[src/rtl/keypad_emulator.sv]
// 4x4 matrix-keypad model: closes the addressed contact for HOLD_SCANS column rotations, then opens it for RELEASE_SCANS rotations.
// Latency: row follows col by 1 cycle; command accepted at edge N is busy from N+1; done pulses on the final release scan-start.
// Backpressure: cmd_ready only while idle; commands offered while busy are dropped. Optional KEYPAD_EMU_BOUNCE_EN adds a contact bounce.
module keypad_emulator #(
    parameter int HOLD_SCANS    = 4,
    parameter int RELEASE_SCANS = 4
) (
    input  logic       clk,
    input  logic       rst,
    input  logic [3:0] col,
    output logic [3:0] row,
    input  logic       cmd_valid,
    input  logic [3:0] cmd_key,
    output logic       cmd_ready,
    output logic       busy,
    output logic       done
);

    // A programmed count of zero is treated as one rotation.
    localparam logic [7:0] HOLD_N    = (HOLD_SCANS < 1)    ? 8'd1 : 8'(HOLD_SCANS);
    localparam logic [7:0] RELEASE_N = (RELEASE_SCANS < 1) ? 8'd1 : 8'(RELEASE_SCANS);

`ifdef KEYPAD_EMU_BOUNCE_EN
    typedef enum logic [2:0] {IDLE, PRESS, RELEASE, BOUNCE_C, BOUNCE_O} state_t;
    localparam state_t FIRST_ST = BOUNCE_C;
`else
    typedef enum logic [1:0] {IDLE, PRESS, RELEASE} state_t;
    localparam state_t FIRST_ST = PRESS;
`endif

    state_t     state;
    logic [7:0] cnt;
    logic [7:0] cnt_inc;
    logic [1:0] key_c;
    logic [1:0] key_r;
    logic [3:0] col_d;
    logic       scan_start;
    logic       contact;

    // Key code to {column, row} position on the matrix.
    function automatic logic [3:0] key_pos(input logic [3:0] k);
        logic [3:0] p;
        p = 4'h0;
        case (k)
            4'hD: p = {2'd0, 2'd0};
            4'hC: p = {2'd0, 2'd1};
            4'hB: p = {2'd0, 2'd2};
            4'hA: p = {2'd0, 2'd3};
            4'hF: p = {2'd1, 2'd0};
            4'h9: p = {2'd1, 2'd1};
            4'h6: p = {2'd1, 2'd2};
            4'h3: p = {2'd1, 2'd3};
            4'h0: p = {2'd2, 2'd0};
            4'h8: p = {2'd2, 2'd1};
            4'h5: p = {2'd2, 2'd2};
            4'h2: p = {2'd2, 2'd3};
            4'hE: p = {2'd3, 2'd0};
            4'h7: p = {2'd3, 2'd1};
            4'h4: p = {2'd3, 2'd2};
            default: p = {2'd3, 2'd3};
        endcase
        return p;
    endfunction

    // A rotation begins when column 0 is freshly selected.
    assign scan_start = (col == 4'b1110) && (col_d != 4'b1110);
    assign cnt_inc    = (cnt == 8'hFF) ? cnt : cnt + 8'd1;

    // Contact is closed in the hold state and, when enabled, the first bounce phase.
    always_comb begin
        contact = (state == PRESS);
`ifdef KEYPAD_EMU_BOUNCE_EN
        if (state == BOUNCE_C) begin
            contact = 1'b1;
        end
`endif
    end

    // Column history and registered row return, one cycle behind col.
    always_ff @(posedge clk) begin
        if (!rst) begin
            col_d <= 4'hF;
            row   <= 4'hF;
        end else begin
            col_d <= col;
            row   <= (contact && !col[key_c]) ? ~(4'b0001 << key_r) : 4'hF;
        end
    end

    // Command sequencer: accept, bounce (optional), hold, release, done.
    always_ff @(posedge clk) begin
        if (!rst) begin
            state     <= IDLE;
            cnt       <= 8'd0;
            key_c     <= 2'd0;
            key_r     <= 2'd0;
            cmd_ready <= 1'b1;
            busy      <= 1'b0;
            done      <= 1'b0;
        end else begin
            done <= 1'b0;
            case (state)
                IDLE: begin
                    if (cmd_valid && cmd_ready) begin
                        {key_c, key_r} <= key_pos(cmd_key);
                        cnt            <= 8'd0;
                        state          <= FIRST_ST;
                        cmd_ready      <= 1'b0;
                        busy           <= 1'b1;
                    end
                end
`ifdef KEYPAD_EMU_BOUNCE_EN
                BOUNCE_C: begin
                    if (scan_start) begin
                        state <= BOUNCE_O;
                        cnt   <= 8'd0;
                    end
                end
                BOUNCE_O: begin
                    if (scan_start) begin
                        state <= PRESS;
                        cnt   <= 8'd0;
                    end
                end
`endif
                PRESS: begin
                    if (scan_start) begin
                        if (cnt_inc >= HOLD_N) begin
                            state <= RELEASE;
                            cnt   <= 8'd0;
                        end else begin
                            cnt <= cnt_inc;
                        end
                    end
                end
                RELEASE: begin
                    if (scan_start) begin
                        if (cnt_inc >= RELEASE_N) begin
                            state     <= IDLE;
                            cnt       <= 8'd0;
                            done      <= 1'b1;
                            cmd_ready <= 1'b1;
                            busy      <= 1'b0;
                        end else begin
                            cnt <= cnt_inc;
                        end
                    end
                end
                default: begin
                    state     <= IDLE;
                    cnt       <= 8'd0;
                    cmd_ready <= 1'b1;
                    busy      <= 1'b0;
                end
            endcase
        end
    end

endmodule

[config.mk]
export PLATFORM = sky130hd
export DESIGN_NAME = keypad_emulator
export DESIGN_NICKNAME = d
export VERILOG_FILES = /design/src/rtl/keypad_emulator.sv
export SDC_FILE = /design/constraint.sdc
export NUM_CORES = 1
export LEC_CHECK = 0
export ABC_CLOCK_PERIOD_IN_PS = 2500
export CAP_MARGIN = 20
export CELL_PAD_IN_SITES_DETAIL_PLACEMENT = 1
export CELL_PAD_IN_SITES_GLOBAL_PLACEMENT = 2
export CORE_MARGIN = 2
export CORE_UTILIZATION = 31
export DETAILED_ROUTE_END_ITERATION = 12
export HOLD_SLACK_MARGIN = 0.08
export PLACE_DENSITY = 0.78
export SYNTH_ARGS = -nofsm -noshare
export SYNTH_HDL_FRONTEND = slang
export SYNTH_SLANG_ARGS = --single-unit
[constraint.sdc]
create_clock -name clk -period 2.5 [get_ports clk]
set_clock_uncertainty 0.05 [all_clocks]
set_input_delay 0.5 -clock clk [delete_from_list [all_inputs] [get_ports clk]]
set_output_delay 0.5 -clock clk [all_outputs]
set_load 0.02 [all_outputs]
**Word level (Yosys, flattened, before mapping)**

Memory sizes are Yosys's and may differ from the RTL's. A register that Yosys moved wholly into a read port is not among the register bits.
Index checks and enable logic that the tools add are counted.
W data, S select, Z words.

- Add/subtract/negate cells: 1
- Magnitude comparators: 2
- Equal/unequal tests: 11
- Shifts and indexed selects: 1
- Muxes and demuxes: 22
- Bitwise logic cells: 2
- Reductions and logical operators: 13

Operator list:

| cell | count |
|---|---|
| $mux W8 | 4 |
| $pmux W8 S2 | 1 |
| $mux W2 | 5 |
| $add A8 B1 Y8 const B | 1 |
| $eq A8 B8 Y1 const B | 1 |
| $ge A8 B3 Y1 const B | 1 |
| $mux W1 | 8 |
| $ne A2 B2 Y1 const B | 4 |
| $pmux W1 S3 | 2 |
| $pmux W2 S3 | 1 |
| $reduce_and A2 Y1 | 3 |
| $reduce_and A5 Y1 | 1 |
| $eq A4 B4 Y1 const B | 1 |
| $ne A2 B1 Y1 const B | 2 |
| $ne A4 B4 Y1 const B | 1 |
| $not A4 Y4 | 1 |
| $reduce_and A4 Y1 | 1 |
| $shl A1 B2 Y4 const A | 1 |
| $logic_and A1 B1 Y1 | 3 |
| $lt A2 B3 Y1 const B | 1 |
| $reduce_and A3 Y1 | 1 |
| $bmux W1 S2 | 1 |
| $eq A2 B1 Y1 const B | 1 |
| $eq A2 B2 Y1 const B | 1 |
| other kinds (4) | 5 |

- Bits in registers: 21
- Bits in read-only memories: 64
- Input port bits: 11
- Word-level logic and storage cells: 60
- Memories kept: 1

Memories:

| memory | depth | bits a word | rd ports | clocked after memory_dff | wr ports | RTL line | text |
|---|---|---|---|---|---|---|---|
| (name not given) | 16 | 4 | 1 | 1 | 0 | 44 | `case (k)` |

**Depth between registers and ports, before layout**

- Word-level depth: 6
- Gate-level depth with buffers: 6
- Mapped depth without buffers: 6

**Least setup slack after synthesis**

OpenSTA, ideal clock, no wires.

- Path kind: reg-to-reg
- From: reg cnt[4]
- To: reg busy
- Arrival: 1.651 ns
- Data required time: 2.334 ns
- Slack: 0.684 ns
- Stages on the path, launching flop included: 6
- Period minus slack after synthesis: 1.816 ns
- Cells stage by stage: dfxtp_1 > or4_4 > or3b_1 > o211ai_2 > nor3_1 > a31o_1

- Longest elaborated chain between the ends: 5
- Elaborated cells between the ends (all ways): 6
- Those cells by class: 1 x add/sub; 1 x order compare; 2 x eq/ne; 1 x mux; 1 x reduce/logical

Ends and longest elaborated chain:

| item | RTL line | text |
|---|---|---|
| from (decl) | 32 | `logic [7:0] cnt;` |
| from (signal assigned) | 132 | `cnt <= cnt_inc;` |
| from (signal assigned) | 145 | `cnt <= cnt_inc;` |
| $add A8 B1 Y8 or $eq A8 B8 Y1 (tied branches) | 67 | `assign cnt_inc = (cnt == 8'hFF) ? cnt : cnt + 8'd1;` |
| $mux W8 * | 67 |  |
| $ge A8 B3 Y1 * | 138 | `if (cnt_inc >= RELEASE_N) begin` |
| $ne A2 B2 Y1 (no source line) * | - |  |
| $reduce_and A4 Y1 (no source line) * | - |  |
| to (signal assigned) | 98 | `busy <= 1'b0;` |
| to (signal assigned) | 143 | `busy <= 1'b0;` |
| to (signal assigned) | 153 | `busy <= 1'b0;` |
| to (decl) | 15 | `output logic busy,` |

Mark *: on every way between the ends. The rest lies on a longest branch, timed or not.
A chain may end at the register's enable or synchronous reset.

**Worst setup path after layout**

- From: reg cnt[0]
- To: reg state[0]

- Longest elaborated chain between the ends: 5
- Elaborated cells between the ends (all ways): 7
- Those cells by class: 1 x add/sub; 1 x order compare; 3 x eq/ne; 1 x mux; 1 x reduce/logical

Ends and longest elaborated chain:

| item | RTL line | text |
|---|---|---|
| $add A8 B1 Y8 or $eq A8 B8 Y1 (tied branches) | 67 |  |
| $mux W8 * | 67 |  |
| $ge A8 B3 Y1 * | 128, 138 |  |
| $ne A2 B1 Y1 (no source line) or $ne A2 B2 Y1 (tied branches) | - |  |
| $reduce_and A5 Y1 (no source line) * | - |  |
| to (signal assigned) | 129 | `state <= RELEASE;` |
| to (signal assigned) | 139 | `state <= IDLE;` |
| to (signal assigned) | 150 | `state <= IDLE;` |
| to (decl) | 31 | `state_t state;` |

Marked as above.

==> metrics.md <==
| Metric | Value |
|---|---|
| Outcome | `finished clean` |
| Reg area | `500 um^2` |
| Combined area of the multi-input logic cells | `557 um^2` |
| CP Buf/Inv Count | `0` |
| Die Ht | `63.3 um` |
| Synth warnings | `0` |
| Hold_ws | `0.394 ns` |
| Setup Buffers After CTS | `0` |
| Tcrit/Tclk final | `0.786` |
| Max clock buf depth | `2` |
| EDFF count, synth | `0` |
| DR DRC count | `0` |
| Final nets | `153` |
| Synth Register Bits | `25` |
| Synth cell types | `37` |
| Maxcap violations | `0` |
| Relative slew slack | `0.670` |
| Full die area | `4010 um^2` |
| Achievable frequency | `509 MHz` |
| Syn nets | `133` |
| Final ANT Viol Nets | `0` |
| CTS sink cnt | `25` |
| Core Area | `3360 um^2` |
| PwrDens | `609 nW/um^2` |
| Worst vdd ir | `0.324 mV` |
| Number of gates resized after CTS | `0` |
| H-tree Lvls | `1` |
| CTS Buf Count | `3` |
| Arr. time, crit path | `2.16 ns` |
| Largest net degree at the start of global routing | `17` |
| Layout cells sized above 1 | `0.102` |
| Static leakage | `0.527 nW` |
| Clock transition at path regs | `0.15 ns` |
| Top_reg_cell synth | `dfxtp_1` |
| Met2 GRT Util | `0.245` |
| Detailed Route Iter0 Violations | `18` |
| Post-route setup slack | `0.534 ns` |
| Critical Path Max Stage Delay | `0.40 ns` |
| Root Driver | `clkbuf_4` |
| Worst setup EP type | `flip-flop` |
| Final instance area | `1350 um^2` |
| Final Hold Fails | `0` |
| Total wire length | `2510 um` |
| Mapped Area | `1090 um^2` |
| Top cell family by delay on the critical path | `compound AO/OA/AOI/OAI gates` |
| Startpoint Class | `flip-flop` |
| # IOs | `18` |
| Critical path peak fanout | `4` |
| Antenna cells | `0` |
| Core Rows | `21` |
| Async SR Flop Fraction | `0` |
| CTS tree | `built` |
| Endpoints failing setup | `0` |
| Layer with the highest usage | `met2` |
| DP Area | `1320 um^2` |
| Sequential element share of the synthesized area | `0.459` |
| WL per Instance | `13.7 um` |
| Global placer's final weighted congestion | `0.745` |
| Place WS | `0.266 ns` |
| Data required, critical path | `2.70 ns` |
| Area growth, synth to finish | `23.4%` |
| Hold Path Class | `reg2reg` |
| Via count | `911` |
| CP max-delay cell | `dfxtp_1` |
| Routing usage on met1 | `0.157` |
| Mapped Avg Cell Area | `9.25 um^2` |
| HPWL Detailed | `2010 um` |
| Setup CP Type | `reg2reg` |
| Vias in the first global route | `886` |
| Post-Route Setup TNS | `0 ns` |
| Drt pass-1 iters | `4` |
| Die span in x | `63.3 um` |
| Final min period | `1.97 ns` |
| Total gr overflow | `0` |
| RSZ-0062 raised after global routing | `no` |
| Final Max Tran Viols | `0` |
| Clk Latency, worst-skew pair | `0.33 ns` |
| Fill cells | `424` |
| Hold-fix buffers, CTS | `0` |
| Input/output buffers | `17` |
| Synthesized instance count | `118` |
| Initial Util | `0.324` |
| Antenna violations before repair | `0` |
| Met3 Use GR | `0.0375` |
| Via density | `4.98` |
| Critical Path, Cell by Cell | `ha_1 > and2_1 > a31oi_1 > o31a_2 > or2_0 > a221oi_1` |
| First-pass GRT wire length | `4260 um` |
| Total GRT Usage | `0.136` |
| Worst-Margin Slew | `0.495 ns` |
-- layout by cell type (no fill, tap or decap), types with 2 or more instances in the layout --
cell type / count
a21oi_1: 6
a31oi_1: 3
and2_1: 6
and3_1: 3
clkbuf_4: 3
clkdlybuf4s50_1: 17
dfxtp_1: 25
ha_1: 4
inv_1: 6
mux2_2: 2
nand2_1: 13
nand2b_1: 5
nand3_1: 3
nand3b_1: 2
nor2_1: 7
nor3_1: 2
o21ai_0: 7
-- power by group --
part           total (mW)  internal (mW)  leakage (nW)  switching (mW)
logic               0.175         0.0819         0.304          0.0930
clock network       0.198         0.0653        0.0183           0.133
registers           0.447          0.426         0.204          0.0204
total               0.820          0.574         0.527           0.246
-- registers in the layout (all words and copies together) (netlist names) --
name,cells
done,1
key_r,2
col_d,4
cmd_ready,1
busy,1
key_c,2
cnt,8
row,4
state,2
-- synthesized netlist by cell type (2+ instances only) --
master    count  area, um^2
o21ai_0       7        35.0
dfxtp_1      25         500
clkbuf_1      3        11.3
nand2b_1      5        31.3
and3_1        3        18.8
a31oi_1       3        18.8
inv_1         6        22.5
and2_1        6        37.5
nand3_1       3        15.0
nand3b_1      2        15.0
nor2_1        7        26.3
nor3_1        2        10.0
nand2_1      13        48.8
ha_1          4        50.1
a21oi_1       6        30.0
mux2_2        2        22.5
-- final timing paths --
kind              slack (ns)  cells past startpoint  endpoint      from
setup / recovery        0.53                      6  state[0]    cnt[0]
hold / removal          0.39                      1    row[3]  key_r[1]
hold reg to reg         0.39                      1    row[3]  key_r[1]
setup reg to reg        0.53                      6  state[0]    cnt[0]
-- cell families (layout without fill, tap and decap cells) --
family / count (synthesis) / in the layout / synth area share
DFF: 25 / 25 / 0.459
muxes: 4 / 4 / 0.0505
AOI/OAI and AO/OA: 26 / 26 / 0.163
buffers and inverters: 9 / 28 / 0.0310
adders and majority gates: 4 / 4 / 0.0459
and+or+nand+nor: 50 / 50 / 0.251
-- final cells by class --
class / instances / share of cell area
repair buffers: 18 / 0.132
clock inverters: 1 / 0.00651
well taps: 46 / 0.0428
inverters: 6 / 0.0167
flip-flops and latches: 25 / 0.372
multi-input cells: 84 / 0.414
clock buffers: 3 / 0.0167
-- worst register-to-register path, stage by stage (launching register included) --
cell	delay, ns
dfxtp_1	0.40
ha_1	0.20
and2_1	0.16
a31oi_1	0.17
o31a_2	0.40
or2_0	0.22
a221oi_1	0.27
-- per-layer routing --
metal,wire length (um),vias up
met5,0,-
met4,21,0
met3,121,2
met2,1240,21
met1,1130,430
li1,-,458
-- per-stage QoR --
| stage | util | cells | total power [mW] |
|---|---|---|---|
| global placement | 0.391 | 179 | 0.627 |
| finish | 0.400 | 183 | 0.820 |
| global route | 0.400 | 183 | 0.874 |
| CTS | 0.400 | 183 | 0.833 |
| detailed placement | 0.391 | 179 | 0.632 |
| floorplan | - | 118 | 0.561 |
Power figures use the tool's default switching activity.
